===== src/rtl/mem_seq.sv =====
// Memory access sequencer for the z0 CPU: turns LOAD/STORE opcodes into a single
// req/ack bus transaction, pulses is_loaded on completion and latches a sticky timeout fault.
module mem_seq #(
   parameter logic [7:0] OP_LOAD  = 8'h02,
   parameter logic [7:0] OP_STORE = 8'h03,
   parameter int         TIMEOUT  = 16
) (
   input  logic        clk,
   input  logic        rst,
   input  logic [15:0] instruction,
   input  logic [15:0] mar,
   input  logic [15:0] mdr,
   output logic [15:0] load_to_mdr,
   output logic        is_loaded,
   output logic        mem_fault,
   output logic        mem_req,
   output logic        mem_we,
   output logic [15:0] mem_addr,
   output logic [15:0] mem_wdata,
   input  logic [15:0] mem_rdata,
   input  logic        mem_ack
);

   typedef enum logic [1:0] {IDLE, REQ, DONE, FAULT} state_t;

   // Wait count of the final REQ cycle in which an ack is still accepted.
   localparam logic [7:0] WAIT_LAST = 8'(TIMEOUT - 1);

   state_t      state_q, state_d;
   logic [7:0]  wait_q, wait_d;
   logic [15:0] load_to_mdr_q, load_to_mdr_d;
   logic        is_loaded_q, is_loaded_d;
   logic        mem_fault_q, mem_fault_d;
   logic        mem_req_q, mem_req_d;
   logic        mem_we_q, mem_we_d;
   logic [15:0] mem_addr_q, mem_addr_d;
   logic [15:0] mem_wdata_q, mem_wdata_d;

   logic [7:0]  opcode;
   logic        unused_operand;

   assign opcode         = instruction[15:8];
   assign unused_operand = ^instruction[7:0];

   always_comb begin
      state_d       = state_q;
      wait_d        = wait_q;
      load_to_mdr_d = load_to_mdr_q;
      is_loaded_d   = 1'b0;
      mem_fault_d   = mem_fault_q;
      mem_req_d     = mem_req_q;
      mem_we_d      = mem_we_q;
      mem_addr_d    = mem_addr_q;
      mem_wdata_d   = mem_wdata_q;

      unique case (state_q)
         IDLE: begin
            mem_req_d = 1'b0;
            if (opcode == OP_LOAD) begin
               mem_addr_d = mar;
               mem_we_d   = 1'b0;
               mem_req_d  = 1'b1;
               wait_d     = 8'd0;
               state_d    = REQ;
            end else if (opcode == OP_STORE) begin
               mem_addr_d  = mar;
               mem_wdata_d = mdr;
               mem_we_d    = 1'b1;
               mem_req_d   = 1'b1;
               wait_d      = 8'd0;
               state_d     = REQ;
            end
         end
         REQ: begin
            if (mem_ack) begin
               if (!mem_we_q) begin
                  load_to_mdr_d = mem_rdata;
               end
               mem_req_d   = 1'b0;
               is_loaded_d = 1'b1;
               state_d     = DONE;
            end else if (wait_q == WAIT_LAST) begin
               mem_req_d   = 1'b0;
               mem_fault_d = 1'b1;
               state_d     = FAULT;
            end else begin
               wait_d = wait_q + 8'd1;
            end
         end
         DONE: begin
            // The completing cycle never decodes, so each opcode gets its own transaction.
            mem_req_d = 1'b0;
            state_d   = IDLE;
         end
         FAULT: begin
            mem_req_d   = 1'b0;
            mem_fault_d = 1'b1;
         end
         default: begin
            state_d = IDLE;
         end
      endcase
   end

   always_ff @(posedge clk) begin
      if (rst) begin
         state_q       <= IDLE;
         wait_q        <= 8'd0;
         load_to_mdr_q <= 16'd0;
         is_loaded_q   <= 1'b0;
         mem_fault_q   <= 1'b0;
         mem_req_q     <= 1'b0;
         mem_we_q      <= 1'b0;
         mem_addr_q    <= 16'd0;
         mem_wdata_q   <= 16'd0;
      end else begin
         state_q       <= state_d;
         wait_q        <= wait_d;
         load_to_mdr_q <= load_to_mdr_d;
         is_loaded_q   <= is_loaded_d;
         mem_fault_q   <= mem_fault_d;
         mem_req_q     <= mem_req_d;
         mem_we_q      <= mem_we_d;
         mem_addr_q    <= mem_addr_d;
         mem_wdata_q   <= mem_wdata_d;
      end
   end

   assign load_to_mdr = load_to_mdr_q;
   assign is_loaded   = is_loaded_q;
   assign mem_fault   = mem_fault_q;
   assign mem_req     = mem_req_q;
   assign mem_we      = mem_we_q;
   assign mem_addr    = mem_addr_q;
   assign mem_wdata   = mem_wdata_q;

endmodule


===== config.mk =====
export PLATFORM = sky130hd
export DESIGN_NAME = mem_seq
export DESIGN_NICKNAME = d
export VERILOG_FILES = /design/src/rtl/mem_seq.sv
export SDC_FILE = /design/constraint.sdc
export NUM_CORES = 1
export LEC_CHECK = 0
export BUFFER_PORTS_ARGS = -buffer_cell sky130_fd_sc_hd__buf_2
export CAP_MARGIN = 20
export CELL_PAD_IN_SITES_DETAIL_PLACEMENT = 0
export CELL_PAD_IN_SITES_GLOBAL_PLACEMENT = 2
export CORE_MARGIN = 2
export CORE_UTILIZATION = 26
export CTS_BUF_LIST = sky130_fd_sc_hd__clkbuf_16
export DETAILED_ROUTE_END_ITERATION = 12
export MAX_ROUTING_LAYER = met4
export PLACE_DENSITY_LB_ADDON = 0.12
export RECOVER_POWER = 25
export SLEW_MARGIN = 15
export SYNTH_ARGS = -nofsm -noshare
export SYNTH_HDL_FRONTEND = slang
export SYNTH_SLANG_ARGS = --single-unit

===== constraint.sdc =====
create_clock -name clk -period 3.8 [get_ports clk]
set_clock_uncertainty 0.1 [all_clocks]
set_input_delay 0.19 -clock clk [delete_from_list [all_inputs] [get_ports clk]]
set_output_delay 0.19 -clock clk [all_outputs]
set_load 0.01 [all_outputs]

==> metrics.md <==
| Metric | Value |
|---|---|
| Synth Instances | `312` |
| Gp weighted congestion | `0.674` |
| Chip Width | `102 µm` |
| Period utilisation layout | `64.0%` |
| Crit path launch type | `flip-flop` |
| Max-Slew Margin vs Limit | `45.6%` |
| Asr flop ratio synth | `0%` |
| Die area | `10400 µm²` |
| Clock power frac | `54.2%` |
| 1st-iter DRT viols | `77` |
| # nets final | `506` |
| Post-CTS Setup Bufs | `0` |
| Global route overflow | `0` |
| Clk sinks | `62` |
| Initial Util | `26.9%` |
| CTS Buffer Depth | `2` |
| Detailed placer's ending HPWL | `4750 µm` |
| CTS tree | `built` |
| Clock root buffer | `clkbuf_16` |
| Comb pwr share | `4.7%` |
| GRT Resource Usage Total | `14.4%` |
| Syn-to-layout area delta | `45.0%` |
| Max H-tree Level | `3` |
| Switching share of power | `20.7%` |
| Initial antenna violation count | `0` |
| R2r endpoint | `wait_q[3]` |
| Peak VDD IR | `207 µV` |
| Internal Pwr Total | `1.26 mW` |
| Flop pwr share | `41.1%` |
| Multi-input gate area | `1150 µm²` |
| CTS clk-pin slew, worst paths | `50 ps` |
| Largest cells by area after synthesis | `dfxtp_1, nand2_1, a21oi_1, nand3_1, ha_1` |
| Unrepaired setup endpoints after global routing | `no` |
| CP required | `3950 ps` |
| Vias | `2545` |
| Worst-path fanout max | `20` |
| Critical path endpoint category | `flip-flop` |
| Via density | `4.48` |
| Routed wire per std cell | `12.8 µm` |
| Flop2flop setup slack | `1370 ps` |
| Cell Pwr Density | `439 nW/µm²` |
| Share of the yosys chip area belonging to registers | `49.7%` |
| # diodes | `0` |
| Fillers | `1038` |
| Final Setup Violations | `0` |
| DRC Markers | `0` |
| Ports | `119` |
| Tmin final | `2430 ps` |
| P_leak | `1.38 nW` |
| Critical path class | `flip-flop to flip-flop` |
| Worst Hold Class | `input port to flip-flop` |
| Placed insts | `532` |
| Cell Count, Final, Fillers Out | `568` |
| Distinct cells, synth | `32` |
| Vias in the first global route | `2353` |
| PortBufs | `110` |
| Core Rows | `35` |
| Hold path startpoint | `mar[13]` |
| Fin. Hold Viols | `0` |
| Crit path arrival time | `2580 ps` |
| First-pass GRT wire length | `11300 µm` |
| Largest net degree at the start of global routing | `41` |
| Synthesized Nets | `384` |
| Cells on worst reg2reg path | `6` |
| Setup TNS | `0 ps` |
| WL final | `7250 µm` |
| R2r startpoint | `state_q[1]` |
| Worst Hold Endpoint | `mem_addr[13]` |
| Number of synthesized register bits | `62` |
| DRT Pass-1 Iters | `4` |
| Final slew viol count | `0` |
| Synth Flop Type | `dfxtp_1` |
| Die Ht | `102 µm` |
| Synth area leader | `dfxtp_1` |
| Worst-Skew Late Latency | `320 ps` |
| Layout cells sized above 1 | `23.9%` |
| Synthesized area | `2500 µm²` |
| Status | `completed` |
| Yosys top cell area share | `49.7%` |
| WHS Path Cells | `3` |
| Antenna-violating nets left | `0` |
| Synthesized area per cell | `8.00 µm²` |
| Sw power | `0.329 mW` |
| Register Area | `1240 µm²` |
| CTS buffer count | `9` |
| Slew @ Worst Pin | `814 ps` |
| F_max | `0.411 GHz` |
| Core Region | `9280 µm²` |
| EDFF count, synth | `0` |
| Yosys warnings | `0` |
| Max_cap viols | `0` |
## worst max path at each step
stage | startpoint | end
floorplan | state_q[1] | wait_q[3]
global placement | state_q[1] | wait_q[5]
detailed placement | state_q[1] | wait_q[6]
CTS | state_q[1] | wait_q[3]
global route | state_q[1] | wait_q[5]
finish | state_q[1] | wait_q[3]
## cell type report
type / count / area share (%)
Timing Repair Buffer: 133 / 20.4
Inverter: 5 / 0.518
Sequential cell: 62 / 34.3
Multi-Input combinational cell: 223 / 31.7
Tap cell: 129 / 4.46
Clock inverter: 7 / 2.45
Clock buffer: 9 / 6.22
## placed cells by master (no fill, tap or decap), types with 2 or more instances in the layout
master          n
nor2_1          4
a31oi_1         6
or4_1           7
bufinv_16       2
a21oi_1        54
clkbuf_16       9
nand2_1        86
clkinvlp_4      2
dfxtp_1        62
clkbuf_1       28
ha_1            5
or3_1           3
dlygate4sd3_1  20
and3_1          3
nand3_1        24
inv_1           5
nand2b_1        6
o21ai_0         8
nand4_1         2
buf_4           3
buf_2          82
clkinv_2        2
## Yosys cell counts, types with 2 or more instances
master / n
nand2_1: 86
ha_1: 5
a21oi_1: 54
o21ai_0: 8
buf_2: 6
or3_1: 3
nand2b_1: 6
nand3_1: 24
nor2_1: 4
inv_1: 5
a31oi_1: 6
clkbuf_1: 15
and3_1: 3
or4_1: 7
nand4_1: 2
dfxtp_1: 62
## power by group through the flow
stage	clock network, mW	logic, mW	registers, mW
final	0.862	0.0751	0.653
after global routing	0.916	0.0826	0.653
after CTS	0.891	0.0764	0.653
after detailed placement	0	0.0601	0.667
after global placement	0	0.0602	0.667
after floorplan	0	0.0211	0.668
## metrics by stage
stage	worst slack [ps]	instance area [µm²]	power, mW	utilization [%]	hold WS, ps
3_3_place_gp	1390	3140	0.727	33.8	330
3_5_place_dp	1390	3140	0.727	33.8	336
2_1_floorplan	1850	2500	0.689	-	226
5_1_grt	1180	3620	1.65	39.0	7.63
6_report	1370	3620	1.59	39.0	6.32
4_1_cts	1380	3660	1.62	39.4	0.0377
## repair_timing
action | CTS | global route
resized for setup | 0 | 0
hold buffers | 20 | 0
hold endpoints to repair | 20 | 0
## flip-flops by register name, summed over array words and instances, names as in the netlist
signal	flops
load_to_mdr	16
mem_addr	16
mem_wdata	16
wait_q	8
state_q	2
is_loaded	1
mem_fault	1
mem_req	1
mem_we	1
## logic make-up after synthesis
kind of cell,count (synthesis),synth area share [%]
AND/OR/NAND/NOR,143,27.0
flip-flops,62,49.7
AO/OA/AOI/OAI,74,16.1
adder cells (fa/ha/maj),5,2.51
multiplexers,1,0.401
buffers and inverters,27,4.36
## critical path: stages (launching register included)
cell and delay [ps]:
dfxtp_1 340, inv_1 90, ha_1 580, nand2b_1 140, a32o_1 390, or4_1 550
a31oi_1 160
## per-layer routing
metal | GRT usage (%) | vias up | part of all wire, %
met5 | - | - | 0
met4 | 4.31 | 0 | 0.70
met3 | 4.86 | 7 | 6.5
met2 | 22.7 | 80 | 47
met1 | 17.5 | 1145 | 46
li1 | - | 1313 | -
No activity file was read; power rests on OpenSTA's default activity.
